## config.mk

```make
export PLATFORM = sky130hd
export DESIGN_NAME = fifo_echo_relay
export DESIGN_NICKNAME = d
export VERILOG_FILES = /design/src/rtl/fifo_relay_pkg.sv /design/src/rtl/fifo_echo_relay.sv
export SDC_FILE = /design/constraint.sdc
export NUM_CORES = 1
export LEC_CHECK = 0
export CORE_UTILIZATION = 40
export CTS_CLUSTER_SIZE = 8
export DETAILED_ROUTE_END_ITERATION = 8
export PLACE_DENSITY_LB_ADDON = 0.15
export SLEW_MARGIN = 30
export SYNTH_ARGS = -nofsm -noshare
export SYNTH_HDL_FRONTEND = slang
export SYNTH_SLANG_ARGS = --single-unit
```

## constraint.sdc

```tcl
create_clock -name CLK -period 2 [get_ports CLK]
set_input_delay 0.4 -clock CLK [delete_from_list [all_inputs] [get_ports CLK]]
set_output_delay 0.4 -clock CLK [all_outputs]
set_load 0.01 [all_outputs]
```

## src/rtl/fifo_relay_pkg.sv

```systemverilog
// Shared types for the Fifo echo relay: FSM state encoding and data width.
package fifo_relay_pkg;

    localparam int DATA_W = 32;

    typedef enum logic [1:0] {
        IDLE = 2'd0,
        WAIT = 2'd1,
        SEND = 2'd2
    } state_e;

endpackage

```

## src/rtl/fifo_echo_relay.sv

```systemverilog
// Drains one word at a time from an upstream Fifo, holds it for DELAY cycles,
// then enqueues it (XOR-masked) downstream and counts completed transfers.
module fifo_echo_relay
    import fifo_relay_pkg::*;
#(
    parameter int              DELAY    = 2,
    parameter logic [DATA_W-1:0] XOR_MASK = 32'h00000000,
    parameter int              CNT_W    = 16
) (
    input  logic              CLK,
    input  logic              nRST,
    input  logic [DATA_W-1:0] in_first,
    input  logic              in_first__RDY,
    input  logic              in_deq__RDY,
    output logic              in_deq__ENA,
    input  logic              out_enq__RDY,
    output logic              out_enq__ENA,
    output logic [DATA_W-1:0] out_enq_v,
    output logic [CNT_W-1:0]  count,
    output logic              busy
);

    localparam logic [7:0] DELAY_M1 = (DELAY == 0) ? 8'd0 : 8'(DELAY - 1);

    state_e            state_q, state_d;
    logic [7:0]        wait_cnt_q, wait_cnt_d;
    logic [DATA_W-1:0] data_q, data_d;
    logic [CNT_W-1:0]  count_q, count_d;
    logic              deq_fire, enq_fire;

    always_ff @(posedge CLK or negedge nRST) begin
        if (!nRST) begin
            state_q    <= IDLE;
            wait_cnt_q <= 8'd0;
            data_q     <= '0;
            count_q    <= '0;
        end else begin
            state_q    <= state_d;
            wait_cnt_q <= wait_cnt_d;
            data_q     <= data_d;
            count_q    <= count_d;
        end
    end

    // ENAs are gated by nRST so no method fires while reset is held.
    always_comb begin
        state_d    = state_q;
        wait_cnt_d = wait_cnt_q;
        data_d     = data_q;
        count_d    = count_q;
        deq_fire   = 1'b0;
        enq_fire   = 1'b0;
        case (state_q)
            IDLE: begin
                deq_fire = nRST & in_first__RDY & in_deq__RDY;
                if (deq_fire) begin
                    data_d     = in_first;
                    wait_cnt_d = DELAY_M1;
                    state_d    = (DELAY == 0) ? SEND : WAIT;
                end
            end
            WAIT: begin
                if (wait_cnt_q == 8'd0) state_d = SEND;
                else                    wait_cnt_d = wait_cnt_q - 8'd1;
            end
            SEND: begin
                enq_fire = nRST & out_enq__RDY;
                if (enq_fire) begin
                    count_d = count_q + CNT_W'(1);
                    state_d = IDLE;
                end
            end
            default: state_d = IDLE;
        endcase
    end

    assign in_deq__ENA  = deq_fire;
    assign out_enq__ENA = enq_fire;
    assign out_enq_v    = data_q ^ XOR_MASK;
    assign count        = count_q;
    assign busy         = (state_q != IDLE);

endmodule
```

==> results by group, run 1 <==
Final layout
  – Finished Cell Area: 3741 um2
  – Fillers: 502
  – Area Growth Syn to Fin: 45.92%
  – Utilization after layout: 61.73%
  – Nets: 322
  – Layout cell share with drive strength beyond 1: 20.91%
  – Ant diodes: 0

Logic synthesis
  – Yosys top cell by area: dfrtp_1
  – Post-synthesis cell type count: 37
  – Syn avg cell area: 13.93 um2
  – Main synth FF type: dfrtp_1
  – Synthesized area: 2564 um2
  – Synth warn: 0
  – Post-synthesis register bit count: 58
  – Mapped Nets: 224
  – Sequential fraction of the synthesis area: 56.61%
  – Top cell type's share of synthesized area: 56.61%
  – EDFF count, synth: 0
  – Cells after synthesis: 184
  – FFs w/ async S/R, synth: 100.0%
  – Top cells by area, synth: dfrtp_1, mux2_4, xnor2_1

Floorplanning
  – Core ar.: 6061 um2
  – Die area: 6733 um2
  – Starting Density: 42.30%
  – IO Count: 88
  – Rows: 28
  – Die width: 82.06 um
  – Die Span Y: 82.06 um

Timing
  – Slew headroom: 59.82%
  – TNS Setup: 0 ns
  – RSZ-0062 raised after global routing: no
  – Period minus WS final: 1.881 ns
  – Setup ws final: 0.1185 ns
  – Max Fclk: 0.5315 GHz
  – Fin. Hold Viols: 0
  – Final Slew Violations: 0
  – Final period utilization: 94.07%
  – Final Setup Violations: 0
  – Slew @ Worst Pin: 0.6027 ns
  – Worst Skew: 0.006415 ns

Drt
  – DRT Pass-1 Iters: 4
  – Number of DRC markers in iteration 0: 59
  – Routed length per instance: 14.07 um
  – Met2 WL: 2271 um
  – Met3 wire length: 340 um
  – Via density per instance: 4.840
  – Number of routed nets with antenna violations: 0
  – Vias: 1752
  – Residual DRC: 0
  – Highest routed layer: met4
  – Final wirelength: 5095 um
  – Routed met1 length: 2426 um

Critical path
  – Crit path DAT: 1.48 ns
  – CP max-delay cell: clkdlybuf4s50_1
  – Kind of critical path: reg -> out
  – CP endpoint kind: primary output
  – Slowest Stage Delay on Critical Path: 0.47 ns
  – WP data required: 1.60 ns
  – Setup crit start kind: flop
  – CP cell instances: buf_4 > nor2_1 > inv_1 > clkdlybuf4s50_1
  – Crit path max fanout: 7

Clock tree
  – Sink Count: 58
  – Setup Fix Bufs, Post-CTS: 0
  – CTS Hold Buffers Added: 0
  – CTS root buffer: clkbuf_8
  – CTS tree: built
  – Worst-Skew Late Latency: 0.32 ns
  – Clk pin slew, worst setup/hold paths: 0.07 ns
  – CTS HTree Levels: 3
  – TritonCTS Buffers: 9
  – Clock buffer depth: 2

GRT
  – Total grt overflow: 0
  – Total global-route track usage: 16.48%
  – First-pass GRT wire length: 8059 um
  – Initial antenna violation count: 0
  – Vias in the first global route: 1729
  – Largest net degree at the start of global routing: 37

Power and ir drop
  – Pwr/cell area: 1345 nW/um2
  – Design Power: 0.005032 W
  – P_leak: 1.712 nW
  – Maximum vdd ir drop: 0.6498 mV

Place
  – Pre-CTS WS: -0.3845 ns
  – DPL Wire Length: 3664 um
  – Placed Area: 3515 um2
  – PortBufs: 87
  – Placer Congestion: 0.7248

Status
  – Status: finished, final reports clean

Flow run
  – Max-Cap Viols: 0

Min path
  – Worst Hold Class: in -> async
==> path summary, 6_finish.rpt <==
path                                 start            end  slack [ns]  cells after the start
worst min register to register   count[15]      count[15]        0.49                      1
max in group asynchronous             nRST  wait_cnt_q[4]        1.46                      3
worst min-delay path                  nRST  out_enq_v[23]        0.22                      3
min in group CLK                 count[15]      count[15]        0.49                      1
worst max register to register  state_q[0]      count[15]        0.26                      6
worst max-delay path            state_q[1]           busy        0.12                      4
==> critical path, delay by kind of cell (launching register included) <==
family,cells,cell delay (ns)
buffers and inverters,3,0.67
flip-flops,1,0.39
AND/OR/NAND/NOR,1,0.09
==> flip-flops by register name (all words and copies together) (netlist names) <==
register / cells
count: 16
out_enq_v: 32
state_q: 2
wait_cnt_q: 8
==> cells in the final DEF, fill, tap and decap left out, drive strengths merged, types with 3 or more instances in the layout <==
| master | instances |
|---|---|
| a21oi | 4 |
| and3 | 3 |
| buf | 10 |
| clkbuf | 12 |
| clkdlybuf4s50 | 84 |
| dfrtp | 58 |
| ha | 3 |
| inv | 4 |
| mux2 | 34 |
| nand2 | 11 |
| nand3 | 9 |
| nand4 | 4 |
| nor2 | 4 |
| o21ai | 6 |
| or3 | 3 |
| xnor2 | 14 |
==> synthesized netlist by cell type, drive strengths merged (2+ instances only) <==
master  number
inv          4
nand2b       2
ha           3
or4          2
o21ai        6
nor3         2
mux2        34
nand4        4
mux2i        2
nand3        9
xnor2       14
nand2       11
nor2         4
or3          3
a21oi        4
buf          8
dfrtp       58
and3         3
==> cell families (layout without fill, tap and decap cells) <==
logic type / Yosys count / in the layout / share of synthesized area (%)
flip-flops: 58 / 58 / 56.61
AND/OR/NAND/NOR: 46 / 46 / 10.20
multiplexers: 36 / 36 / 19.67
XOR/XNOR: 15 / 15 / 5.125
AO/OA/AOI/OAI: 14 / 14 / 3.612
buffers and inverters: 12 / 115 / 3.318
adder cells (fa/ha/maj): 3 / 3 / 1.464
==> cell type report <==
class | count | area (um2) | share of cell area (%)
Clock buffer | 12 | 155.1 | 4.147
Inverter | 4 | 15.01 | 0.4013
Sequential cell | 58 | 1451 | 38.80
Multi-Input combinational cell | 114 | 1032 | 27.59
Clock inverter | 4 | 73.82 | 1.973
Tap cell | 75 | 93.84 | 2.508
Timing Repair Buffer | 95 | 919.6 | 24.58
==> routing by layer <==
layer / track usage [%] / up-vias
li1: - / 841
met1: 20.40 / 848
met2: 26.03 / 55
met3: 4.778 / 8
met4: 8.421 / 0
met5: 0 / -
==> report_power, final <==
| group | internal (W) | switching (W) |
|---|---|---|
| combinational | 0.00125 | 0.000691 |
| sequential | 0.00161 | 0.000261 |
| clock | 0.000770 | 0.000450 |
==> stage by stage <==
step           hold slack (ns)  std cells
2_1_floorplan           0.1044        184
3_3_place_gp            0.4641        346
3_5_place_dp            0.4806        346
4_1_cts                 0.2178        362
5_1_grt                 0.2435        362
6_report                0.2160        362
==> what timing repair did <==
| action | in CTS | in global routing |
|---|---|---|
| hold endpoints to repair | 0 | 0 |
| resized for setup | 5 | 1 |
| endpoints found under the setup margin | 2 | 1 |
(Power assumes the default switching activity.)
==> run 2, diff against run 1 <==
--- a/config.mk
+++ b/config.mk
@@ -5,11 +5,13 @@
 export SDC_FILE = /design/constraint.sdc
 export NUM_CORES = 1
 export LEC_CHECK = 0
-export CORE_UTILIZATION = 40
+export CELL_PAD_IN_SITES_DETAIL_PLACEMENT = 1
+export CELL_PAD_IN_SITES_GLOBAL_PLACEMENT = 1
+export CORE_UTILIZATION = 36
 export CTS_CLUSTER_SIZE = 8
 export DETAILED_ROUTE_END_ITERATION = 8
-export PLACE_DENSITY_LB_ADDON = 0.15
-export SLEW_MARGIN = 30
+export PLACE_DENSITY_LB_ADDON = 0.1
+export SLEW_MARGIN = 15
 export SYNTH_ARGS = -nofsm -noshare
 export SYNTH_HDL_FRONTEND = slang
 export SYNTH_SLANG_ARGS = --single-unit
==> run 2 against run 1 <==
Against the previous run: final cell count is 5.2% higher; clock power is 13% lower; worst setup slack worse by 0.013 ns; non-clock buffer count stayed put; cell area is 0.30% lower; sequential share of layout area is 0.12 points higher; critical path depth is 1 higher; hold slack better by 0.14 ns; register-to-register slack better by 0.02 ns; utilization is 7.1 points lower; sequential cell count stayed put; highest routed layer unchanged.
==> results by group, run 2 (synthesis gave the netlist of run 1 again) <==
Critical path
  – Crit path max fanout: 2 (was 7)
  – R2R Path Start: wait_cnt_q[0] (was state_q[0])
  – CP endpoint kind: primary output (unchanged)
  – Reg2reg path depth: 6 (unchanged)
  – CP max-delay cell: clkdlybuf4s50_1 (unchanged)
  – Reg2reg setup slack: 0.28 ns (was 0.26 ns)
  – Reg-to-reg critical path endpoint: wait_cnt_q[3] (was count[15])
  – Setup crit start kind: input pin (was flop)
  – Kind of critical path: in -> out (was reg -> out)
  – WP data required: 1.60 ns (about the same)
  – Crit path DAT: 1.49 ns (was 1.48 ns)
  – Slowest Stage Delay on Critical Path: 0.48 ns (was 0.47 ns)
  – CP cell instances: clkdlybuf4s50_1 > nand3_1 > or3_4 > inv_2 > buf_2 (was buf_4 > nor2_1 > inv_1 > clkdlybuf4s50_1)

Flow run
  – Max-Cap Viols: 0 (unchanged)

Final layout
  – Nets: 322 (unchanged)
  – Area Growth Syn to Fin: 45.49% (was 45.92%)
  – Fillers: 711 (was 502)
  – Layout cell share with drive strength beyond 1: 20.70% (was 20.91%)
  – Utilization after layout: 54.60% (was 61.73%)
  – Flip-flop count of the largest register after layout: 32 (unchanged)
  – Leading cell type in the layout, fill and taps excluded: clkdlybuf4s50_1 (unchanged)
  – Ant diodes: 0 (unchanged)
  – Cell Count, Final, Fillers Out: 381 (was 362)
  – Commonest non-fill, non-tap cells in the layout: clkdlybuf4s50_1, dfrtp_1, mux2_4 (unchanged)

Place
  – DPL Wire Length: 4105 um (was 3664 um)
  – Placed insts: 367 (was 346)
  – Pre-CTS WS: -0.4131 ns (was -0.3845 ns)
  – Placer Congestion: 0.6931 (was 0.7248)
  – PortBufs: 87 (unchanged)

GRT
  – Initial antenna violation count: 0 (unchanged)
  – Largest net degree at the start of global routing: 60 (was 37)
  – Total global-route track usage: 16.59% (was 16.48%)
  – First-pass GRT wire length: 9349 um (was 8059 um)
  – Vias in the first global route: 1870 (was 1729)
  – Total grt overflow: 0 (unchanged)

Timing
  – Slew headroom: 50.33% (was 59.82%)
  – Final Slew Violations: 0 (unchanged)
  – RSZ-0062 raised after global routing: no (unchanged)
  – Worst Skew: 0.004452 ns (was 0.006415 ns)
  – Max Fclk: 0.5280 GHz (was 0.5315 GHz)
  – Slew @ Worst Pin: 0.7451 ns (was 0.6027 ns)
  – Final Setup Violations: 0 (unchanged)
  – TNS Setup: 0 ns (unchanged)
  – Setup ws final: 0.1060 ns (was 0.1185 ns)
  – Period minus WS final: 1.894 ns (was 1.881 ns)
  – Fin. Hold Viols: 0 (unchanged)
  – Final period utilization: 94.70% (was 94.07%)

Drt
  – Routed length per instance: 15.11 um (was 14.07 um)
  – Via density per instance: 4.693 (was 4.840)
  – Number of DRC markers in iteration 0: 41 (was 59)
  – DRT Pass-1 Iters: 4 (unchanged)
  – Vias: 1788 (was 1752)
  – Final wirelength: 5758 um (was 5095 um)
  – Number of routed nets with antenna violations: 0 (unchanged)
  – Residual DRC: 0 (unchanged)

Power and ir drop
  – Design Power: 0.004914 W (was 0.005032 W)
  – Pwr/cell area: 1318 nW/um2 (was 1345 nW/um2)
  – Maximum vdd ir drop: 0.6323 mV (was 0.6498 mV)
  – P_leak: 1.697 nW (was 1.712 nW)

Clock tree
  – CTS HTree Levels: 3 (unchanged)
  – CTS tree: built (unchanged)
  – CTS Hold Buffers Added: 0 (unchanged)
  – Clk pin slew, worst setup/hold paths: 0.06 ns (was 0.07 ns)
  – CTS root buffer: clkbuf_8 (unchanged)
  – Setup Fix Bufs, Post-CTS: 0 (unchanged)
  – Worst-Skew Late Latency: 0.32 ns (about the same)
  – Sink Count: 58 (unchanged)
  – Clock buffer depth: 2 (unchanged)
  – TritonCTS Buffers: 9 (unchanged)

Floorplanning
  – IO Count: 88 (unchanged)
  – Die Span Y: 86.39 um (was 82.06 um)
  – Die width: 86.39 um (was 82.06 um)
  – Die area: 7463 um2 (was 6733 um2)
  – Rows: 30 (was 28)
  – Core ar.: 6832 um2 (was 6061 um2)
  – Starting Density: 37.53% (was 42.30%)

Status
  – Status: finished, final reports clean (unchanged)

Min path
  – Worst Hold Class: in -> async (unchanged)
[run 2: cell count changes in the layout (fill, tap and decap cells not counted)]
cell | previous run | this run
bufinv_16 | 2 | 1
clkbuf_1 | 1 | 0
clkinv_2 | 1 | 2
clkinv_4 | 1 | 0
[run 2: critical path, delay by kind of cell]
family | cells | cell delay [ns]
buf+inv | 3 | 0.66
simple gates | 2 | 0.44
[run 2: worst max-delay path by stage]
stage | from | end | slack [ns] | cells past startpoint
detailed placement | in_first__RDY | in_deq__ENA | -0.41 | 5
floorplan | state_q[0] | in_deq__ENA | 0.37 | 5
CTS | in_first__RDY | in_deq__ENA | 0.0005 | 5
global route | in_deq__RDY | in_deq__ENA | 0.04 | 5
finish | in_first__RDY | in_deq__ENA | 0.11 | 5
global placement | in_deq__RDY | in_deq__ENA | -0.42 | 5
[run 2: final cells by class]
type                    instances  area, um2  area share (%)
flip-flops and latches         58       1451           38.91
multi-input cells             114       1032           27.68
repair buffers                 95      919.6           24.66
clock buffers                  11      151.4           4.059
well taps                      96      120.1           3.220
clock inverters                 3      40.04           1.073
inverters                       4      15.01          0.4025
[run 2: what timing repair did]
item	CTS	global route
pin swaps	0	0
setup endpoints to repair	2	1
gates resized for setup	5	1
[run 2: where the power goes]
group	switching (W)	internal, W	total [W]	leakage (nW)
clock network	0.000431	0.000625	0.00106	0.101
registers	0.000279	0.00161	0.00189	0.732
logic	0.000720	0.00125	0.00197	0.863
[run 2: per-layer routing]
layer,track usage (%),wire length (um)
met5,0,0
met4,6.364,95
met3,5.048,274
met2,26.77,2935
met1,20.98,2453
[run 2: through the flow]
stage          hold slack [ns]  instance area, um2
4_1_cts                 0.3864                3736
5_1_grt                 0.4300                3730
3_5_place_dp            0.4824                3541
6_report                0.3596                3730
2_1_floorplan           0.1044                2564
3_3_place_gp            0.4621                3541
